### src/rtl/tt_memop_issue_arb.sv
// ---------------------------------------------------------------------------
// tt_memop_issue_arb
//
// Purpose:
//   Chooses between the vector load uop stream and the vector store uop
//   stream for the single shared memop sequencing FSM. A grant covers one
//   whole instruction, which is every uop up to and including last_uop.
//   After the last uop is accepted the arbiter waits for the memop FSM's
//   completion pulse before it arbitrates again. A credit counter tracks
//   outstanding memory requests so that the load path cannot overrun the
//   load queue.
//
// Handshake:
//   Every rts/rtr pair is a valid/ready pair. A uop transfers on a cycle
//   where rts && rtr are both 1. rtr may be 1 while rts is 0, and that is
//   not a transfer. Once rts is raised, the source holds its payload
//   (last_uop) steady until the transfer happens.
//
// Ports:
//   i_clk, i_reset_n         clock; synchronous active-low reset
//   i_ld_rts/i_ld_last_uop   load uop valid / last uop of its instruction
//   o_ld_rtr                 load uop accepted (when i_ld_rts=1)
//   i_st_rts/i_st_last_uop   store uop valid / last uop of its instruction
//   o_st_rtr                 store uop accepted (when i_st_rts=1)
//   o_ex_rts                 uop valid toward the memop FSM / EX
//   o_ex_load/o_ex_store     the forwarded uop is a load / a store
//   o_ex_last_uop            forwarded last_uop
//   i_ex_rtr                 EX ready
//   i_completed_valid        memop FSM commit pulse
//   i_mem_req/o_mem_req_rdy  memory request attempt / credit available
//   i_mem_resp               memory response, returns one credit
//   o_outst_cnt              current outstanding request count
//   o_busy                   arbiter is not in IDLE (debug view of state)
//   o_err                    sticky protocol error
// ---------------------------------------------------------------------------
module tt_memop_issue_arb #(
  parameter int MAX_OUTST = 16,
  parameter int CNT_W     = $clog2(MAX_OUTST + 1)
) (
  input  logic             i_clk,
  input  logic             i_reset_n,
  input  logic             i_ld_rts,
  input  logic             i_ld_last_uop,
  output logic             o_ld_rtr,
  input  logic             i_st_rts,
  input  logic             i_st_last_uop,
  output logic             o_st_rtr,
  output logic             o_ex_rts,
  output logic             o_ex_load,
  output logic             o_ex_store,
  output logic             o_ex_last_uop,
  input  logic             i_ex_rtr,
  input  logic             i_completed_valid,
  input  logic             i_mem_req,
  output logic             o_mem_req_rdy,
  input  logic             i_mem_resp,
  output logic [CNT_W-1:0] o_outst_cnt,
  output logic             o_busy,
  output logic             o_err
);

  typedef enum logic [1:0] {
    ST_IDLE      = 2'd0,
    ST_GNT_LD    = 2'd1,
    ST_GNT_ST    = 2'd2,
    ST_WAIT_CMPL = 2'd3
  } state_t;

  localparam logic [CNT_W-1:0] MAX_CNT = CNT_W'(MAX_OUTST);

  state_t           state_q, state_d;
  // 1 = the store stream received the most recent grant
  logic             last_grant_st_q, last_grant_st_d;
  logic [CNT_W-1:0] outst_cnt_q;
  logic             err_q;

  // Raw FSM outputs. These are masked with reset further down.
  logic ld_rtr, st_rtr, ex_rts, ex_load, ex_store, ex_last;
  logic cmpl_err;

  // -------------------------------------------------------------------------
  // FSM state register
  // -------------------------------------------------------------------------
  always_ff @(posedge i_clk) begin
    if (!i_reset_n) begin
      state_q         <= ST_IDLE;
      last_grant_st_q <= 1'b1;  // STORE, so a load wins the first contest
    end else begin
      state_q         <= state_d;
      last_grant_st_q <= last_grant_st_d;
    end
  end

  // -------------------------------------------------------------------------
  // FSM next-state and outputs
  // -------------------------------------------------------------------------
  always_comb begin
    state_d         = state_q;
    last_grant_st_d = last_grant_st_q;
    ld_rtr          = 1'b0;
    st_rtr          = 1'b0;
    ex_rts          = 1'b0;
    ex_load         = 1'b0;
    ex_store        = 1'b0;
    ex_last         = 1'b0;
    cmpl_err        = 1'b0;

    case (state_q)
      ST_IDLE: begin
        // The decision is registered, so the winner sees its first rtr one
        // cycle later. No uop moves while the arbiter is in IDLE.
        if (i_ld_rts && i_st_rts) begin
          if (last_grant_st_q) begin
            state_d         = ST_GNT_LD;
            last_grant_st_d = 1'b0;
          end else begin
            state_d         = ST_GNT_ST;
            last_grant_st_d = 1'b1;
          end
        end else if (i_ld_rts) begin
          state_d         = ST_GNT_LD;
          last_grant_st_d = 1'b0;
        end else if (i_st_rts) begin
          state_d         = ST_GNT_ST;
          last_grant_st_d = 1'b1;
        end
        cmpl_err = i_completed_valid;
      end

      ST_GNT_LD: begin
        ex_rts  = i_ld_rts;
        ex_last = i_ld_last_uop;
        ex_load = 1'b1;
        ld_rtr  = i_ex_rtr;
        // The grant holds until the last uop transfers, even if rts drops.
        if (i_ld_rts && i_ex_rtr && i_ld_last_uop) state_d = ST_WAIT_CMPL;
        cmpl_err = i_completed_valid;
      end

      ST_GNT_ST: begin
        ex_rts   = i_st_rts;
        ex_last  = i_st_last_uop;
        ex_store = 1'b1;
        st_rtr   = i_ex_rtr;
        if (i_st_rts && i_ex_rtr && i_st_last_uop) state_d = ST_WAIT_CMPL;
        cmpl_err = i_completed_valid;
      end

      ST_WAIT_CMPL: begin
        if (i_completed_valid) begin
          state_d = ST_IDLE;
          // An instruction should not commit while it still has requests
          // in flight.
          cmpl_err = (outst_cnt_q != '0);
        end
      end

      default: state_d = ST_IDLE;
    endcase
  end

  // Nothing may appear to transfer during a reset cycle, even if the state
  // register still holds a grant.
  assign o_ld_rtr      = ld_rtr   & i_reset_n;
  assign o_st_rtr      = st_rtr   & i_reset_n;
  assign o_ex_rts      = ex_rts   & i_reset_n;
  assign o_ex_load     = ex_load  & i_reset_n;
  assign o_ex_store    = ex_store & i_reset_n;
  assign o_ex_last_uop = ex_last  & i_reset_n;
  assign o_busy        = (state_q != ST_IDLE);

  // -------------------------------------------------------------------------
  // Outstanding-request credit counter. It runs independently of the FSM.
  // -------------------------------------------------------------------------
  logic cnt_inc, cnt_dec, underflow;

  assign o_mem_req_rdy = (outst_cnt_q < MAX_CNT);
  assign cnt_inc       = i_mem_req && o_mem_req_rdy;
  assign cnt_dec       = i_mem_resp;
  // When a request and a response land together the net change is zero, so
  // that case is not treated as an underflow.
  assign underflow     = cnt_dec && !cnt_inc && (outst_cnt_q == '0);

  always_ff @(posedge i_clk) begin
    if (!i_reset_n) begin
      outst_cnt_q <= '0;
    end else begin
      case ({cnt_inc, cnt_dec})
        2'b10:   outst_cnt_q <= outst_cnt_q + 1'b1;
        2'b01:   if (outst_cnt_q != '0) outst_cnt_q <= outst_cnt_q - 1'b1;
        default: outst_cnt_q <= outst_cnt_q;
      endcase
    end
  end

  assign o_outst_cnt = outst_cnt_q;

  // -------------------------------------------------------------------------
  // Sticky error flag
  // -------------------------------------------------------------------------
  always_ff @(posedge i_clk) begin
    if (!i_reset_n) begin
      err_q <= 1'b0;
    end else if (underflow || cmpl_err) begin
      err_q <= 1'b1;
    end
  end

  assign o_err = err_q;

endmodule

### config.mk
export PLATFORM = sky130hd
export DESIGN_NAME = tt_memop_issue_arb
export DESIGN_NICKNAME = d
export VERILOG_FILES = /design/src/rtl/tt_memop_issue_arb.sv
export SDC_FILE = /design/constraint.sdc
export NUM_CORES = 1
export LEC_CHECK = 0
export ABC_CLOCK_PERIOD_IN_PS = 2100
export CORE_UTILIZATION = 39
export CTS_CLUSTER_SIZE = 28
export DETAILED_ROUTE_END_ITERATION = 10
export GPL_ROUTABILITY_DRIVEN = 0
export HOLD_SLACK_MARGIN = 0.05
export PLACE_DENSITY = 0.77
export SKIP_LAST_GASP = 1
export SLEW_MARGIN = 20
export SYNTH_ARGS = -nofsm -noshare
export SYNTH_HDL_FRONTEND = slang
export SYNTH_SLANG_ARGS = --single-unit
### constraint.sdc
create_clock -name i_clk -period 2.1 [get_ports i_clk]
set_clock_uncertainty 0.15 [all_clocks]
set_input_delay 0.42 -clock i_clk [delete_from_list [all_inputs] [get_ports i_clk]]
set_output_delay 0.42 -clock i_clk [all_outputs]
set_load 0.005 [all_outputs]
==> results by stage <==
Outcome:
- The run finished with clean final reports.

STA:
- The part of the cycle the worst path needs is roughly 99%.
- Derived from the worst setup path, the maximum achievable clock frequency is 479 MHz.
- At the pin with the least slew margin, the transition time is ~0.37 ns.
- Setup repair after global routing could not meet its margin everywhere.
- The tightest hold path in the finished design has a slack of 0.340 ns.
- The worst path needs 2.09 ns of the cycle, external delays included.
- Setup violations remaining at the end of the flow were counted as 0.
- In this run the tightest slew margin relative to its limit is about three quarters.
- The final setup TNS is 0 ns.
- The number of failing hold endpoints at the final stage is 0.
- The worst path setup slack after routing is 0.0112 ns.
- The final number of max-transition violations is 0.

Routing:
- The total DRC errors in the routed layout is 0.
- The routed wire length per instance is roughly 14 um.
- The highest metal layer carrying signal wires in the routed design is met4.
- The routed design has 2070 um of wire.
- In the final routing, the length of wire on met1 measures just under 900 um.
- For this run, the detailed router's first-pass iteration total came to 6.
- In the routed layout, each cell is associated on average with a via count of between 5 and 6.
- The routed wire length on met2 is 1000 um.
- The violation count after the first detailed-route iteration is 31.
- The length of routed met3 wiring is 98 um.
- The residual antenna-violating net count after detailed routing is 0.
- The number of vias in the routed layout is about 800.

Final layout:
- After the last flow step, the layout net total stands at 149.
- In the final layout, the share of cells above drive strength 1 is between 20% and 30%.
- The layout overhead on the synthesized area is 69.2%.
- The post-layout instance count excluding filler cells is approximately 150.
- The count of inserted antenna diode cells is 0.
- The final design utilization is about 75%.
- With fillers left out, the area of the finished cells amounts to 1170 um^2.

CTS:
- The buffer cell driving the clock tree root is sky130_fd_sc_hd__clkbuf_4.
- Clock-pin slew was measured on the worst setup and hold paths at 0.07 ns.
- In this run the number of H-tree levels came out at 1.
- The clock latency on the worst-skew pair is 0.26 ns.
- In this run, post-CTS hold repair placed 0 buffers.
- The number of sinks on the clock net is 9.
- The number of clock buffers added by TritonCTS is 3.
- The clock tree from TritonCTS is done.
- The maximum root-to-sink buffer count is 2.

Worst hold path:
- The worst min-delay path category is reg2reg.

Global route:
- The maximum number of pins on one net before global-route repair is 15.
- The wire length of the first global-routing pass is roughly 3500 um.
- The initial antenna violation count is 0.
- Global routing finished with a remaining overflow of 0.
- The number of global-route vias before repair is between 700 and 800.
- Global routing used about a quarter of the available tracks across all layers.

Synth:
- The cell count after synthesis is 87.
- The most used flip-flop cell after synthesis is sky130_fd_sc_hd__dfxtp_1.
- Ranked by total cell area, the synthesized netlist is headed by sky130_fd_sc_hd__dfxtp_1 26%, sky130_fd_sc_hd__ha_1 11%, sky130_fd_sc_hd__nand2_1 8.1%.
- The cell taking the most area after synthesis is sky130_fd_sc_hd__dfxtp_1.
- Summing the sequential cell areas from Yosys gives between 20% and 30% of the chip area.
- The proportion of synthesized flip-flops having asynchronous set or reset is 0%.
- Synthesis instantiated 27 different standard cells from the library.
- After synthesis the netlist holds a flip-flop and latch count of 9.
- The average cell area after synthesis is ~8.0 um^2.
- The synthesized design devotes to its leading area cell type 25.9% of total area.
- In this run, synthesis inferred 0 flip-flops with an integrated enable.
- By count the netlist is led by 15 x sky130_fd_sc_hd__nand2_1, 9 x sky130_fd_sc_hd__dfxtp_1, 7 x sky130_fd_sc_hd__inv_1, 6 x sky130_fd_sc_hd__ha_1, 5 x sky130_fd_sc_hd__mux2i_1.
- The post-synthesis instance area is between 600 and 700 um^2.
- The most common cell in the synthesized netlist is sky130_fd_sc_hd__nand2_1.
- The Yosys warning count is 0.
- When the netlist entered floorplanning its net count stood at approximately 100.

Job:
- The tool flagged a number of max-cap violations equal to 0.

Floorplanning:
- The number of top-level design ports is 24.
- The area enclosed by the die boundary is a little under 2000 um^2.
- The horizontal die dimension is about 44 um.
- For this configuration, the core starts out at a cell density of around 44%.
- The number of rows in the core area is 14.
- The total area inside the core boundary comes to between 1500 and 2000 um^2.
- The die extent in y is about 44 um.

Worst setup path:
- Of all nets on the critical path, the largest fanout is 3.
- The data required time at the worst endpoint is roughly 2.1 ns.
- The startpoint class of the critical path is a primary input.
- Data on the critical path arrives at its endpoint at about 2.1 ns.
- The critical setup path kind is in2reg.
- The type of destination of the critical path is a flop.

Power:
- The maximum vdd drop is about 0.67 mV.
- Power spread over the standard cell area amounts to between 800 and 900 nW/um^2.
- The completed layout was analyzed and its total power is between 1 and 1.5 mW.
- Summed over all cells, the static leakage comes to between 0.5 and 0.6 nW.

Place:
- Once placement finished, the instance area stood at around 1100 um^2.
- OpenSTA, run right after detailed placement, puts the worst setup slack at -0.469 ns.
- The post-DP HPWL is 1440 um.
- Counting tap cells, the placed design contains a total of approximately 140 instances.
- Port buffering added 23 buffers.
==> final timing paths <==
check                                                  from  slack (ns)                     endpoint  cells past startpoint
worst min register to register           o_err$_SDFFE_PN0P_        0.34           o_err$_SDFFE_PN0P_                      1
worst max-delay path                              i_mem_req        0.01  o_outst_cnt[4]$_SDFFE_PN0P_                      9
worst max register to register  o_outst_cnt[4]$_SDFFE_PN0P_        0.07  o_outst_cnt[4]$_SDFFE_PN0P_                      8
worst min-delay path                     o_err$_SDFFE_PN0P_        0.34           o_err$_SDFFE_PN0P_                      1
==> area by class of cell <==
| cell class | count | area (um^2) |
|---|---|---|
| inverter | 7 | 26.3 |
| tap | 16 | 20.0 |
| clock buffer | 4 | 26.3 |
| fill | 113 | 402 |
| multi-input combinational | 69 | 537 |
| timing repair buffer | 43 | 377 |
| sequential | 9 | 189 |
==> sequential cells by signal, summed over array words and instances (netlist names) <==
register / count
last_grant_st_q: 1
o_err: 1
o_outst_cnt: 5
state_q: 2
==> worst max-delay path, stage by stage <==
cell	delay, ns
sky130_fd_sc_hd__dlygate4sd2_1	0.25
sky130_fd_sc_hd__nand2b_1	0.11
sky130_fd_sc_hd__nand2_2	0.07
sky130_fd_sc_hd__xnor2_1	0.13
sky130_fd_sc_hd__ha_2	0.21
sky130_fd_sc_hd__or4_4	0.41
sky130_fd_sc_hd__nor3_2	0.22
sky130_fd_sc_hd__a41oi_1	0.07
sky130_fd_sc_hd__o32ai_1	0.22
==> power by group <==
group	internal, mW	total (mW)	switching [mW]
Combinational	0.360	0.663	0.303
Clock	0.0732	0.135	0.0617
Sequential	0.217	0.258	0.0417
==> cells by family after synthesis <==
family | synth area share (%)
multiplexers | 7.21
adder cells (fa/ha/maj) | 10.8
buffers and inverters | 4.87
flip-flops | 25.9
AND/OR/NAND/NOR | 31.2
AO/OA/AOI/OAI | 17.5
XOR/XNOR | 2.52
==> what timing repair did <==
item / in CTS / in global routing
gates cloned: 0 / 0
endpoints found under the setup margin: 9 / 3
setup buffers: 2 / 1
pin swaps: 2 / 0
resized for setup: 19 / 2
==> layout by cell type, fill, tap and decap left out, drive strengths merged, types with 5 or more instances in the layout <==
master,Yosys,layout
ha,6,6
dfxtp,9,9
dlygate4sd2,0,7
nand2,15,15
buf,0,20
inv,7,7
mux2i,5,5
clkdlybuf4s50,0,14
==> routing by layer <==
| metal | global-route usage (%) | vias up |
|---|---|---|
| met3 | 2.45 | 8 |
| met2 | 42.1 | 41 |
| met4 | 16.4 | 0 |
| met1 | 28.8 | 356 |
| li1 | - | 398 |
| met5 | 0 | - |
Note: power is estimated with default switching activity, not from simulation.
